### src/rtl/i2c_slave_regfile.sv
// I2C target with a byte-wide register file and an auto-incrementing pointer.
// SCL/SDA are oversampled on clk. SDA is pulled low through sda_oe, and the
// top level resolves the wired-AND bus. The target never stretches SCL.
module i2c_slave_regfile #(
  parameter logic [6:0] SLAVE_ADDR = 7'h50,
  parameter int         NUM_REGS   = 16,
  parameter int         PTR_W      = 4
) (
  input  logic             clk,
  input  logic             rst,
  input  logic             scl_in,
  input  logic             sda_in,
  output logic             sda_oe,
  output logic             busy,
  output logic             wr_valid,
  output logic [PTR_W-1:0] wr_ptr,
  output logic [7:0]       wr_data
);

  typedef enum logic [3:0] {
    IDLE, ADDR, ADDR_ACK, PTR, PTR_ACK, WR_DATA, WR_ACK, RD_DATA, RD_ACK, IGNORE
  } state_t;

  state_t                         state;
  logic                           scl_p0, scl_p1, scl_p2;
  logic                           sda_p0, sda_p1, sda_p2;
  logic                           scl_rise, scl_fall, start_det, stop_det;
  logic [6:0]                     shreg;
  logic [7:0]                     byte_in;
  logic [6:0]                     tx;
  logic [2:0]                     bitcnt;
  logic                           last_bit;
  logic                           rw;
  logic [PTR_W-1:0]               ptr;
  logic [NUM_REGS-1:0][7:0]       mem;

  // Pointer advance. The natural PTR_W-bit overflow wraps NUM_REGS-1 to 0.
  function automatic logic [PTR_W-1:0] inc_ptr(input logic [PTR_W-1:0] p);
    return p + PTR_W'(1);
  endfunction

  // Stages p0/p1 synchronize the bus lines into clk. Stage p2 holds the previous sample for edge detection.
  always_ff @(posedge clk) begin
    if (rst) begin
      scl_p0 <= 1'b1; scl_p1 <= 1'b1; scl_p2 <= 1'b1;
      sda_p0 <= 1'b1; sda_p1 <= 1'b1; sda_p2 <= 1'b1;
    end else begin
      scl_p0 <= scl_in; scl_p1 <= scl_p0; scl_p2 <= scl_p1;
      sda_p0 <= sda_in; sda_p1 <= sda_p0; sda_p2 <= sda_p1;
    end
  end

  // Bus events. START and STOP require SCL to be stable high across both samples.
  assign scl_rise  = scl_p1 & ~scl_p2;
  assign scl_fall  = ~scl_p1 & scl_p2;
  assign start_det = scl_p1 & scl_p2 & sda_p2 & ~sda_p1;
  assign stop_det  = scl_p1 & scl_p2 & ~sda_p2 & sda_p1;
  assign byte_in   = {shreg, sda_p1};
  assign last_bit  = (bitcnt == 3'd7);

  // Protocol FSM. An ACK state drives SDA on its first falling edge and ends on the second; sda_oe marks which edge has passed.
  always_ff @(posedge clk) begin
    if (rst) begin
      state    <= IDLE;
      sda_oe   <= 1'b0;
      busy     <= 1'b0;
      wr_valid <= 1'b0;
      wr_ptr   <= '0;
      wr_data  <= '0;
      ptr      <= '0;
      shreg    <= '0;
      tx       <= '0;
      bitcnt   <= '0;
      rw       <= 1'b0;
      mem      <= '0;
    end else begin
      wr_valid <= 1'b0;
      if (stop_det) begin
        state  <= IDLE;
        sda_oe <= 1'b0;
        busy   <= 1'b0;
        bitcnt <= '0;
      end else if (start_det) begin
        state  <= ADDR;
        sda_oe <= 1'b0;
        bitcnt <= '0;
      end else begin
        case (state)
          ADDR: begin
            if (scl_rise) begin
              shreg  <= {shreg[5:0], sda_p1};
              bitcnt <= bitcnt + 3'd1;
              if (last_bit) begin
                rw <= sda_p1;
                if (byte_in[7:1] == SLAVE_ADDR) begin
                  busy  <= 1'b1;
                  state <= ADDR_ACK;
                end else begin
                  busy  <= 1'b0;
                  state <= IGNORE;
                end
              end
            end
          end
          ADDR_ACK: begin
            if (scl_fall) begin
              if (!sda_oe) begin
                sda_oe <= 1'b1;
              end else if (rw) begin
                tx     <= mem[ptr][6:0];
                sda_oe <= ~mem[ptr][7];
                bitcnt <= '0;
                state  <= RD_DATA;
              end else begin
                sda_oe <= 1'b0;
                bitcnt <= '0;
                state  <= PTR;
              end
            end
          end
          PTR: begin
            if (scl_rise) begin
              shreg  <= {shreg[5:0], sda_p1};
              bitcnt <= bitcnt + 3'd1;
              if (last_bit) begin
                ptr   <= byte_in[PTR_W-1:0];
                state <= PTR_ACK;
              end
            end
          end
          PTR_ACK, WR_ACK: begin
            if (scl_fall) begin
              if (!sda_oe) begin
                sda_oe <= 1'b1;
              end else begin
                sda_oe <= 1'b0;
                bitcnt <= '0;
                state  <= WR_DATA;
              end
            end
          end
          WR_DATA: begin
            if (scl_rise) begin
              shreg  <= {shreg[5:0], sda_p1};
              bitcnt <= bitcnt + 3'd1;
              if (last_bit) begin
                mem[ptr] <= byte_in;
                wr_valid <= 1'b1;
                wr_ptr   <= ptr;
                wr_data  <= byte_in;
                ptr      <= inc_ptr(ptr);
                state    <= WR_ACK;
              end
            end
          end
          RD_DATA: begin
            if (scl_fall) begin
              if (last_bit) begin
                sda_oe <= 1'b0;
                state  <= RD_ACK;
              end else begin
                sda_oe <= ~tx[6];
                tx     <= {tx[5:0], 1'b0};
                bitcnt <= bitcnt + 3'd1;
              end
            end
          end
          RD_ACK: begin
            if (scl_rise) begin
              if (sda_p1) begin
                sda_oe <= 1'b0;
                state  <= IGNORE;
              end else begin
                ptr <= inc_ptr(ptr);
              end
            end else if (scl_fall) begin
              tx     <= mem[ptr][6:0];
              sda_oe <= ~mem[ptr][7];
              bitcnt <= '0;
              state  <= RD_DATA;
            end
          end
          IDLE, IGNORE: begin
          end
          default: begin
            state  <= IDLE;
            sda_oe <= 1'b0;
          end
        endcase
      end
    end
  end

endmodule

### config.mk
export PLATFORM = sky130hd
export DESIGN_NAME = i2c_slave_regfile
export DESIGN_NICKNAME = d
export VERILOG_FILES = /design/src/rtl/i2c_slave_regfile.sv
export SDC_FILE = /design/constraint.sdc
export NUM_CORES = 1
export LEC_CHECK = 0
export BUFFER_PORTS_ARGS = -buffer_cell sky130_fd_sc_hd__buf_2
export CORE_MARGIN = 2
export CORE_UTILIZATION = 45
export DETAILED_ROUTE_END_ITERATION = 16
export HOLD_SLACK_MARGIN = 0.02
export PLACE_DENSITY = 0.61
export SLEW_MARGIN = 25
export SYNTH_ARGS = -nofsm -noshare
export SYNTH_HDL_FRONTEND = slang
export SYNTH_SLANG_ARGS = --single-unit
### constraint.sdc
create_clock -name clk -period 5.66 [get_ports clk]
set_clock_uncertainty 0.05 [all_clocks]
set_input_delay 0.566 -clock clk [delete_from_list [all_inputs] [get_ports clk]]
set_output_delay 0.566 -clock clk [all_outputs]
set_load 0.05 [all_outputs]
**Word level (Yosys, flattened, before mapping)**

Cells that the tools add are included.

- Input port bits: 4
- Flip-flop bits (word level): 175
- Word-level logic and storage cells: 189

- Mux-type cells: 60
- Add/subtract/negate cells: 2
- $lt $le $gt $ge: 2
- Reductions and logical operators: 23
- Bitwise gates (word level): 19
- Equality and inequality tests: 49

Operator list:

| kind | count |
|---|---|
| $bwmux W128 | 1 |
| $mux W4 | 22 |
| $mux W7 | 7 |
| $ne A3 B3 Y1 const B | 14 |
| $ne A2 B2 Y1 const B | 19 |
| $bmux W8 S4 | 1 |
| $demux W8 S4 | 1 |
| $pmux W4 S8 | 1 |
| $reduce_and A15 Y1 | 2 |
| $mux W3 | 8 |
| $pmux W7 S3 | 1 |
| $eq A4 B3 Y1 const B | 4 |
| $mux W8 | 2 |
| $mux W1 | 13 |
| $not A1 Y1 | 12 |
| $pmux W3 S4 | 1 |
| $pmux W4 S3 | 1 |
| $reduce_and A10 Y1 | 1 |
| $reduce_and A5 Y1 | 2 |
| $reduce_or A5 Y1 | 2 |
| $reduce_and A9 Y1 | 1 |
| $reduce_or A3 Y1 | 3 |
| $eq A4 B2 Y1 const B | 2 |
| $eq A4 B4 Y1 const B | 2 |
| other kinds (19) | 32 |

**Logic depth before layout (Yosys ltp)**

Gate-level depths: netlist of run 1.

- Word-level depth: 7
- Gate-level depth with buffers: 9
- Gate-level depth less buffers: 7

**Worst setup path before layout of run 1**

Ideal clock, no wire load.

- Kind: reg2reg
- From: register scl_p2
- To: register state[0]
- Cell stages (with the launch flop): 9
- Slack: 3.610 ns
- Library setup time: 0.116 ns
- Arrival: 1.883 ns
- Cell sequence: dfxtp_1 inv_1 ha_1 clkbuf_1 nor2b_1 o211ai_1 nand3_1 or3_1 o211a_1

- Cells in the longest elaborated chain, start to end: 5
- Elaborated cells between the ends (all ways): 28
- Classes of those cells: eq/ne (15); mux (3); bitwise (8); reduce/logical (2)

Ends and longest elaborated chain:

| item | RTL line | source |
|---|---|---|
| start, declared | 25 | `logic scl_p0, scl_p1, scl_p2;` |
| start signal, assigned | 48 | `scl_p0 <= scl_in; scl_p1 <= scl_p0; scl_p2 <= scl_p1;` |
| $and A1 B1 Y1 or $not A1 Y1 (tied branches) | 56, 57, 54 |  |
| $and A1 B1 Y1, on equally long branches | 56, 54 |  |
| $and A1 B1 Y1 or $mux W4 (tied branches) | 56, 169 |  |
| $ne A4 B4 Y1 (no line) (tied with other cells) | - |  |
| $reduce_and A15 Y1 (no line) or $mux W1 (tied branches) | - |  |
| end signal, assigned | 64 | `state <= IDLE;` |
| end signal, assigned | 79 | `state <= IDLE;` |
| end signal, assigned | 84 | `state <= ADDR;` |
| end, declared | 24 | `state_t state;` |

Parallel ways exist; a longest one is shown, timed or not.
A chain may end at the register's enable or synchronous reset.

**Worst setup path after layout of run 1**

- From: register sda_p1
- To: register mem[85] in the netlist's numbering

- Cells in the longest elaborated chain, start to end: 4
- Elaborated cells between the ends (all ways): 6
- Classes of those cells: bitwise (5); reduce/logical (1)

Ends and longest elaborated chain:

| item | RTL line | source |
|---|---|---|
| start, declared | 26 | `logic sda_p0, sda_p1, sda_p2;` |
| start signal, assigned | 49 | `sda_p0 <= sda_in; sda_p1 <= sda_p0; sda_p2 <= sda_p1;` |
| $not A1 Y1 | 56 | `assign start_det = scl_p1 & scl_p2 & sda_p2 & ~sda_p1;` |
| $and A1 B1 Y1 | 56 |  |
| $not A1 Y1 (no line) | - |  |
| $reduce_and A5 Y1 (no line) (*) | - |  |
| end signal, assigned by index | 147 | `mem[ptr] <= byte_in;` |
| end, declared | 35 | `logic [NUM_REGS-1:0][7:0] mem;` |

Mark *: on every way between the ends. The rest lies on a longest branch, timed or not.

==> results of run 1 <==
cells in the mapped netlist (all sizes together), types with 7 or more instances:
cell,instances,area [sq um]
dfxtp,175,3500
a22oi,9,67.6
nand2,22,82.6
o22ai,8,50.1
mux2i,162,1620
ha,9,113
buf,25,151
nor2,157,589
nor3,12,60.1
mux4,24,541
a21oi,22,114
inv,10,37.5
nand3,19,213
a22o,7,61.3
a211oi,8,60.1
o21ai,7,35.0
clkbuf,41,154
critical path, delay by kind of cell, from the launching register on:
kind                      cells  cell delay [ns]
muxes                         1             0.28
xor gates and xnor gates      1             0.29
DFF                           1             0.98
buffers and inverters         1             0.56
AOI/OAI and AO/OA             1             0.40
and+or+nand+nor               2             0.51
cell type report:
type                            count  share of cell area
Multi-Input combinational cell    545               0.486
Sequential cell                   175               0.396
Clock buffer                       19              0.0501
Tap cell                          229              0.0324
Timing Repair Buffer               28              0.0190
Clock inverter                     13              0.0120
Inverter                           10             0.00425
worst paths after layout:
check               from  endpoint  slack, ns
setup / recovery  sda_p1   mem[85]       2.43
hold / removal    sda_in    sda_p0       0.26
setup reg to reg  sda_p1   mem[85]       2.43
hold reg to reg   scl_p0    scl_p1       0.37
power breakdown:
part	internal (mW)	leakage, nW	switching (mW)	total (mW)
Clock	0.581	0.266	0.516	1.10
Sequential	1.24	1.41	0.0432	1.28
Combinational	0.0888	2.39	0.152	0.241
Total	1.91	4.07	0.711	2.62
state kept, by name, summed over array words and instances, names as in the netlist, 3 cells and up:
register and flops:
mem 128, wr_data 8, shreg 7, tx 7, ptr 4, state 4
wr_ptr 4, bitcnt 3
cells by family after synthesis:
family	count (synthesis)	synth area share
mux	189	0.270
buf+inv	76	0.0421
compound gates	90	0.0779
fa+ha+maj	9	0.0138
simple gates	254	0.163
flops	175	0.430
xor+xnor	3	0.00323
layer usage:
metal	vias up	part of all wire
met2	165	0.47
met3	23	0.046
met4	0	0.020
met5	-	0
li1	2790	-
met1	2927	0.47
stage by stage:
step | utilization | hold slack [ns] | setup WS (ns) | instance area [sq um]
after floorplan | - | 0.339 | 3.61 | 8140
after global placement | 0.465 | 0.353 | 2.62 | 8290
after detailed placement | 0.465 | 0.353 | 2.48 | 8290
after CTS | 0.495 | 0.250 | 2.46 | 8840
after global routing | 0.495 | 0.259 | 2.24 | 8840
final | 0.495 | 0.264 | 2.43 | 8840
==> impl_results.md, run 1 <==
- Synthesis Warnings: 0
- Hold Path Class: input port to flop
- RSZ-0062 raised after global routing: false
- H-tree depth: 4
- IO Count: 19
- Clk sinks: 175
- Post-route ant nets: 0
- GRT Total Usage: 0.213
- Setup bufs post-CTS: 0
- Die Ht: roughly 140 microns
- Antenna cells: 0
- Iteration count of the initial detailed-routing pass: 5
- Final hold violations: 0
- Final Cycle Share: 0.571
- Pwr per Cell Area: a little under 300 mW/mm^2
- Layout cells sized above 1: 0.144
- Sequential element share of the synthesized area: 0.430
- Root Buffer Master: clkbuf_16
- CP Cell Sequence: xor2_1, a2111oi_4, buf_4, nand3_2, mux2i_1, nor2_1
- FMAX: 309 MHz
- Status: finished clean
- DRC: 0
- Layout Cells excl Fill: 1,019
- Synth Net Count: around 800
- Cells on worst reg2reg path: 6
- Crit-path max FO: 28
- Setup TNS: 0 ns
- Max-slew headroom: 0.291
- Post-CTS sizing: 0
- Pin count of the biggest net entering global routing: 100
- Synth cell types: 60
- Number of max-cap violations: 0
- Wire per inst: 19.7 microns
- Worst hold path depth: 2
- Final WL: ~20,000 microns
- Placed Cells: roughly 1,000
- Met3 Usage GRT: 0.0430
- Post-synth EDFFs: 0
- Cts bufs inserted: 17
- Filler cell count: 1,596
- Register bit total from synthesis: about 180
- Width of the die: 138 microns
- Die area: between 0.015 and 0.02 sq mm
- TritonCTS clock tree: done
- FP Rows: 49
- # nets final: 790
- Mean post-synth cell area: 10.2 sq um
- Multi-input logic area: between 0.004 and 0.005 sq mm
- CP peak stage delay: 0.98 ns
- Commonest non-fill, non-tap cell in the layout: dfxtp_1
- Min Tclk post-route: 3.23 ns
- Met1 GRT Util: 0.299
- Core Area: 0.0178 sq mm
- Synth Instances: 796
- Clk slew on worst S/H paths: around 0.060 ns
- Worst Tran Pin Value: 1.06 ns
- Setup violators final: 0
- Clk Latency, worst-skew pair: 0.44 ns
- Global placer's final weighted congestion: 0.838
- Starting density of the core: 0.456
- Max-slew violations: 0
- Storage cell area: 0.00350 sq mm
- Cts hold-fix bufs: 0
- CP endpoint kind: flop
- Vias in the first global route: 5,715
- Setup crit start kind: flop
- Via-to-Cell Ratio: 5.79
- Data required, critical path: ~5.9 ns
- Leak Pwr: ~4 nW
- DP HPWL: 13,200 microns
- Post-Syn Area: just over 0.008 sq mm
- First-pass GRT wire length: ~32,000 microns
- Worst setup path class: flop to flop
- Global route hottest layer: met2
- Total power: 2.62 mW
- Port Buffers: 18
- Clock buffer depth: 2
- Initial antenna violation count: 0
- Peak VDD IR: ~0.22 mV
- CP max-delay cell: dfxtp_1
- Via count: 5,905
- DRT iter0 DRCs: 454
- Worst EP arrival: approximately 3.5 ns
- Predominant post-synthesis flop cell: dfxtp_1
- Most frequent cells in the layout: 174 x dfxtp_1, 162 x mux2i_1, 157 x nor2_1
- GR Util met2: 0.331
- Layout area overhead: 8.59%
- Ys async rst share: 0
- GRT overflow: 0
Note: power is estimated with default switching activity, not from simulation.
==> inputs of run 2 (changes only) <==
Settings changed: ABC_AREA set to 1.
Clock period 5.66 ns to 3.3 ns, I/O delays scaled along.
==> run 2 against run 1 <==
  * Cell area up 3.6%
  * Largest cell class unchanged
  * Synthesized cell count up 52%
  * Register-to-register slack worse by 1.7 ns
==> impl_results.md, run 2 <==
- Post-Syn Area: 0.00838 sq mm (+3.0%)
- Min Tclk post-route: 2.54 ns (-0.693 ns)
- Antenna cells: 0 (unchanged)
- CP peak stage delay: 0.39 ns (-0.59 ns)
- Status: finished clean
- Starting density of the core: 0.462 (+0.00574)
- Max FFs per register: 128 (unchanged)
- Worst hold path depth: 1 (-1)
- Post-CTS sizing: 0 (unchanged)
- Worst setup path class: flop to flop
- Synthesis Warnings: 0 (unchanged)
- # nets final: 1,203 (+52%)
- Mean post-synth cell area: 6.91 sq um (-32%)
- Initial antenna violation count: 0 (unchanged)
- R2R Path End: mem[67]
- Layout cells sized above 1: 0.0923 (-0.0520)
- FMAX: 394 MHz (+27%)
- Via-to-Cell Ratio: 5.15 (-11%)
- Post-synth EDFFs: 0 (unchanged)
- Setup crit start kind: flop
- Largest Register: mem
- Hold Path Class: flop to flop
- Leading area contributor after synthesis: dfxtp_1
- Leak Pwr: 3.73 nW (-8.5%)
- Final WL: 22,000 microns (+9.4%)
- Ys async rst share: 0 (unchanged)
- H-tree depth: 4 (unchanged)
- GRT Total Usage: 0.230 (+0.0164)
- Vias in the first global route: 6,809 (+19%)
- Hold EP: sda_p1
- Data required, critical path: 3.56 ns (-2.33 ns)
- Die area: 0.0197 sq mm (+2.9%)
- Top-area cell type share of the netlist area: 0.418 (-0.0125)
- Worst EP arrival: 2.80 ns (-0.66 ns)
- Worst Tran Pin Value: 0.901 ns (-0.160 ns)
- Clock buffer depth: 2 (unchanged)
- Width of the die: 141 microns (+1.4%)
- Placed Cells: 1,398 (+42%)
- Post-synth top cells: 231 x nand2_1, 186 x a21oi_1, 175 x dfxtp_1
- Synth Net Count: 1,226 (+52%)
- Largest registers: mem x128, wr_data x8
- Cts hold-fix bufs: 2 (+2)
- IO Count: 19 (unchanged)
- GRT overflow: 0 (unchanged)
- Commonest non-fill, non-tap cell in the layout: nand2_1
- Final hold violations: 0 (unchanged)
- Synth top area cells: dfxtp_1 42%, a21oi_1 11%, nand2_1 10%, o21ai_0 8.9%, inv_1 6.7%
- Setup violators final: 0 (unchanged)
- Pin count of the biggest net entering global routing: 86 (-14%)
- Port Buffers: 18 (unchanged)
- Number of max-cap violations: 0 (unchanged)
- Core Area: 0.0181 sq mm (+1.7%)
- CP bufs+invs: 0 (-1)
- Layout Cells excl Fill: 1,432 (+41%)
- Final Cycle Share: 0.769 (+0.198)
- Max-slew violations: 0 (unchanged)
- Die Ht: 141 microns (+1.4%)
- Synth Instances: 1,213 (+52%)
- Cells on worst reg2reg path: 9 (+3)
- Synth cell types: 36 (-40%)
- DRC: 0 (unchanged)
- Reg-to-reg startpoint: bitcnt[0]
- Max-slew headroom: 0.399 (+0.108)
- Predominant post-synthesis flop cell: dfxtp_1
- DRT iter0 DRCs: 522 (+15%)
- Setup bufs post-CTS: 0 (unchanged)
- Iteration count of the initial detailed-routing pass: 5 (unchanged)
- Register bit total from synthesis: 175 (unchanged)
- Root Buffer Master: clkbuf_16
- DP HPWL: 13,700 microns (+3.8%)
- RSZ-0062 raised after global routing: false
- Hold Startpoint: sda_p0
- Worst R2R Setup Slack: 0.76 ns (-1.67 ns)
- Clk slew on worst S/H paths: 0.07 ns (about the same)
- Sequential element share of the synthesized area: 0.418 (-0.0125)
- Wire per inst: 15.3 microns (-22%)
- Clk Latency, worst-skew pair: 0.44 ns (about the same)
- Cts bufs inserted: 17 (unchanged)
- Global placer's final weighted congestion: 0.871 (+3.9%)
- Final core occ: 0.505 (+0.00935)
- Via count: 7,381 (+25%)
- Post-route ant nets: 0 (unchanged)
- TritonCTS clock tree: done
- Cell with the most instances after synthesis: nand2_1
- Filler cell count: 1,857 (+16%)
- Most frequent cells in the layout: 231 x nand2_1, 186 x a21oi_1, 174 x dfxtp_1
- Total power: 4.87 mW (+86%)
- Peak VDD IR: 0.387 mV (+73%)
- First-pass GRT wire length: 36,100 microns (+13%)
- FP Rows: 49 (unchanged)
- Pwr per Cell Area: 532 mW/mm^2 (+79%)
- CP Cell Sequence: ha_1, ha_1, nand2_1, nor2_8, nand2_8, nor2_4, nand2_1, o21ai_0, a21oi_1
- CP max-delay cell: nand2_1
- Setup TNS: 0 ns (unchanged)
- Clk sinks: 175 (unchanged)
- CP top delay family: simple AND/OR/NAND/NOR gates
- Crit-path max FO: 15 (-46%)
- CP endpoint kind: flop
- Layout area overhead: 9.27%
run 2: cell count changes in the layout (fill, tap and decap cells not counted), sizes merged, moves of 7 or more:
cell	previous run	this run
mux4	24	0
o21ai	7	156
buf	28	35
nor2	157	78
o22ai	8	0
o211ai	4	18
a21oi	22	186
nand3	19	87
nor3	12	2
nand2	22	249
inv	14	162
a22o	7	0
mux2i	162	0
a22oi	9	0
run 2: layer usage:
metal / up-vias / share of wire / global-route usage
met5: - / 0 / 0
met4: 0 / 0.021 / 0.0763
met3: 36 / 0.043 / 0.0315
met2: 164 / 0.43 / 0.349
met1: 3293 / 0.50 / 0.337
li1: 3888 / - / -
run 2: cell families after synthesis:
kind of cell               synth area share
and+or+nand+nor                       0.228
adders and majority gates            0.0134
xor gates and xnor gates            0.00104
AOI/OAI and AO/OA                     0.226
DFF                                   0.418
buffers and inverters                 0.113
run 2: through the flow:
step	setup WS (ns)	cell area, sq um	hold slack [ns]
final	0.761	9160	0.366
after global routing	0.549	9160	0.389
after CTS	0.763	9160	0.365
after detailed placement	0.761	8550	0.349
after global placement	0.905	8550	0.342
after floorplan	1.43	8380	0.339
run 2: cell type report:
| class | count | area, sq um | share of cell area |
|---|---|---|---|
| Tap cell | 229 | 287 | 0.0313 |
| Timing Repair Buffer | 37 | 250 | 0.0273 |
| Clock buffer | 18 | 439 | 0.0479 |
| Inverter | 157 | 592 | 0.0646 |
| Sequential cell | 175 | 3500 | 0.383 |
| Multi-Input combinational cell | 802 | 3930 | 0.429 |
| Clock inverter | 14 | 155 | 0.0169 |
run 2: worst max-delay path by stage:
| stage | start | to | slack, ns | cells past startpoint |
|---|---|---|---|---|
| global route | bitcnt[0] | mem[68] | 0.55 | 9 |
| CTS | bitcnt[0] | mem[67] | 0.76 | 9 |
| finish | bitcnt[0] | mem[67] | 0.76 | 9 |
| global placement | bitcnt[0] | mem[68] | 0.91 | 9 |
| floorplan | ptr[1] | mem[14] | 1.43 | 10 |
| detailed placement | bitcnt[0] | mem[67] | 0.76 | 9 |
run 2: power by group:
| group | internal [mW] | switching, mW | total [mW] | leakage (nW) |
|---|---|---|---|---|
| Combinational | 0.197 | 0.457 | 0.654 | 2.02 |
| Clock | 1.15 | 0.895 | 2.05 | 0.294 |
| Sequential | 2.14 | 0.0361 | 2.17 | 1.41 |
| Total | 3.48 | 1.39 | 4.87 | 3.73 |
==> inputs of run 3 (changes only) <==
Settings changed: PLACE_DENSITY 0.61 to 0.63.
Clock period 3.3 ns to 2.09 ns, I/O delays scaled along.
==> run 3 against run 2 <==
  * Maximum frequency up 28%
  * Cell area up 3.4%
  * Clock power rose by 66%
  * Total power increased by 63%
  * Critical path depth did not move
  * Sequential power increased by 58%
  * Via count increased by 2.6%
  * Routed wire length barely moved
  * Register-to-register slack got worse by 0.66 ns
  * Non-clock buffer count rose by 21
  * Die area stayed put
  * Core utilization rose by 1.7 points
==> impl_results.md, run 3 (synthesis results as in run 2) <==
- Status: finished clean
- Data required, critical path: 2.36 ns (-1.20 ns)
- Initial antenna violation count: 0 (unchanged)
- Pin count of the biggest net entering global routing: 135 (+57%)
- Final Cycle Share: 0.949 (+0.180)
- Antenna cells: 0 (unchanged)
- Max-slew headroom: 0.605 (+0.206)
- Cts bufs inserted: 17 (unchanged)
- IO Count: 19 (unchanged)
- DRC: 0 (unchanged)
- Worst setup path start: bitcnt[0]
- Post-route cell area: 0.00947 sq mm (+3.4%)
- Root Buffer Master: clkbuf_16
- Filler cell count: 1,815 (-2.3%)
- DP HPWL: 13,900 microns (+1.6%)
- Largest Register: mem
- Commonest non-fill, non-tap cell in the layout: nand2_1
- CP bufs+invs: 0 (unchanged)
- Layout cells sized above 1: 0.109 (+0.0172)
- Starting density of the core: 0.462 (unchanged)
- Leak Pwr: 3.95 nW (+5.9%)
- Worst setup path class: flop to flop
- Sw Share: 0.274 (-0.0110)
- Final core occ: 0.522 (+0.0170)
- Final hold violations: 0 (unchanged)
- Final WL: 22,000 microns (about the same)
- Number of max-cap violations: 0 (unchanged)
- Peak VDD IR: 0.648 mV (+67%)
- FMAX: 504 MHz (+28%)
- Flop pwr share: 0.433 (-0.013)
- Iteration count of the initial detailed-routing pass: 5 (unchanged)
- Reg-to-reg startpoint: bitcnt[0]
- Clock buffer depth: 2 (unchanged)
- Worst Tran Pin Value: 0.591 ns (-0.310 ns)
- Vias in the first global route: 6,744 (-0.95%)
- Crit-path max FO: 16 (+1)
- First-pass GRT wire length: 35,400 microns (-1.9%)
- Port Buffers: 18 (unchanged)
- CP peak stage delay: 0.35 ns (-0.04 ns)
- Power Internal: 5.75 mW (+65%)
- H-tree depth: 4 (unchanged)
- DRT iter0 DRCs: 512 (-1.9%)
- CP endpoint kind: flop
- Pwr per Cell Area: 836 mW/mm^2 (+57%)
- Via-to-Cell Ratio: 5.21 (+1.2%)
- Min Tclk post-route: 1.98 ns (-0.555 ns)
- Largest registers: mem x128, wr_data x8
- FP Rows: 49 (unchanged)
- Layout area overhead: 12.9%
- Clk sinks: 175 (unchanged)
- # nets final: 1,224 (+1.7%)
- Post-DP Area: 0.00874 sq mm (+2.3%)
- CP Cell Sequence: ha_1, ha_1, nand2_2, nor2_8, nand2_8, nor2_8, nand2_2, o21ai_0, a21oi_1
- Post-route ant nets: 0 (unchanged)
- Core Area: 0.0181 sq mm (unchanged)
- Die area: 0.0197 sq mm (unchanged)
- TritonCTS clock tree: done
- Combinational share of power: 0.138 (+0.004)
- Wire per inst: 15.1 microns (-1.4%)
- Die Ht: 141 microns (unchanged)
- GRT Total Usage: 0.226 (-0.00335)
- Max FFs per register: 128 (unchanged)
- Psw: 2.17 mW (+56%)
- CP top delay family: simple AND/OR/NAND/NOR gates
- CP max-delay cell: dfxtp_1
- Max-slew violations: 0 (unchanged)
- RSZ-0062 raised after global routing: true
- Setup crit start kind: flop
- Hold Startpoint: rst
- Clock Power Share: 0.430 (+0.010)
- Global placer's final weighted congestion: 0.907 (+4.1%)
- Setup violators final: 0 (unchanged)
- Width of the die: 141 microns (unchanged)
- Multi-input logic area: 0.00398 sq mm (+1.1%)
- Clk Latency, worst-skew pair: 0.44 ns (about the same)
- Via count: 7,576 (+2.6%)
- Storage cell area: 0.00350 sq mm (unchanged)
- GRT overflow: 0 (unchanged)
- Worst EP arrival: 2.25 ns (-0.55 ns)
- Clk slew on worst S/H paths: 0.07 ns (about the same)
- Most frequent cells in the layout: 228 x nand2_1, 186 x a21oi_1, 174 x dfxtp_1
- Hold Path Class: input port to flop
## run 3: changes by cell type in the layout (fill, tap and decap cells not counted), moves of 5 or more
cell,before,now
o21ai_0,149,129
o21ai_1,6,26
buf_4,16,31
nand2_4,2,9
buf_12,1,6
## run 3: area by class of cell
cell class	count	share of cell area
tap	229	0.0303
clock inverter	10	0.0160
multi-input combinational	802	0.420
timing repair buffer	58	0.0501
clock buffer	22	0.0511
sequential	175	0.370
inverter	157	0.0625
## run 3: stage by stage
| stage | setup WS, ns | setup TNS, ns | cells | total power, mW | hold WS (ns) |
|---|---|---|---|---|---|
| finish | 0.106 | 0 | 1453 | 7.92 | 0.0541 |
| global route | -0.0525 | -0.510 | 1453 | 8.25 | 0.0535 |
| CTS | 0.0622 | 0 | 1451 | 7.96 | 0.0407 |
| detailed placement | -0.0228 | -0.103 | 1417 | 4.57 | 0.344 |
| global placement | 0.0475 | 0 | 1417 | 4.57 | 0.341 |
| floorplan | 0.218 | 0 | 1213 | 4.31 | 0.263 |
## run 3: layer usage
metal  vias to the layer above  wire length (microns)  global-route usage
li1                       3938                      -                   -
met1                      3408                  10800               0.328
met2                       197                   9600               0.344
met3                        33                   1200              0.0379
met4                         0                    391              0.0753
met5                         -                      0                   0
## run 3: path summary, 6_finish.rpt
kind                             endpoint  slack [ns]  cells past startpoint
worst max-delay path              mem[93]        0.11                      9
worst min-delay path            wr_ptr[3]        0.05                      2
worst max register to register    mem[93]        0.11                      9
worst min register to register     sda_p1        0.36                      1
## run 3: repair_timing
item,CTS,global route
setup buffers,0,2
pin swaps,0,1
hold buffers,2,0
resized for setup,1,30
setup endpoints to repair,6,92
hold endpoints to repair,2,0
## run 3: power by group through the flow
| stage | sequential (mW) | clock, mW | combinational [mW] |
|---|---|---|---|
| after floorplan | 3.50 | 0 | 0.809 |
| after global placement | 3.50 | 0 | 1.07 |
| after detailed placement | 3.50 | 0 | 1.07 |
| after CTS | 3.43 | 3.46 | 1.08 |
| after global routing | 3.43 | 3.59 | 1.23 |
| final | 3.43 | 3.40 | 1.09 |
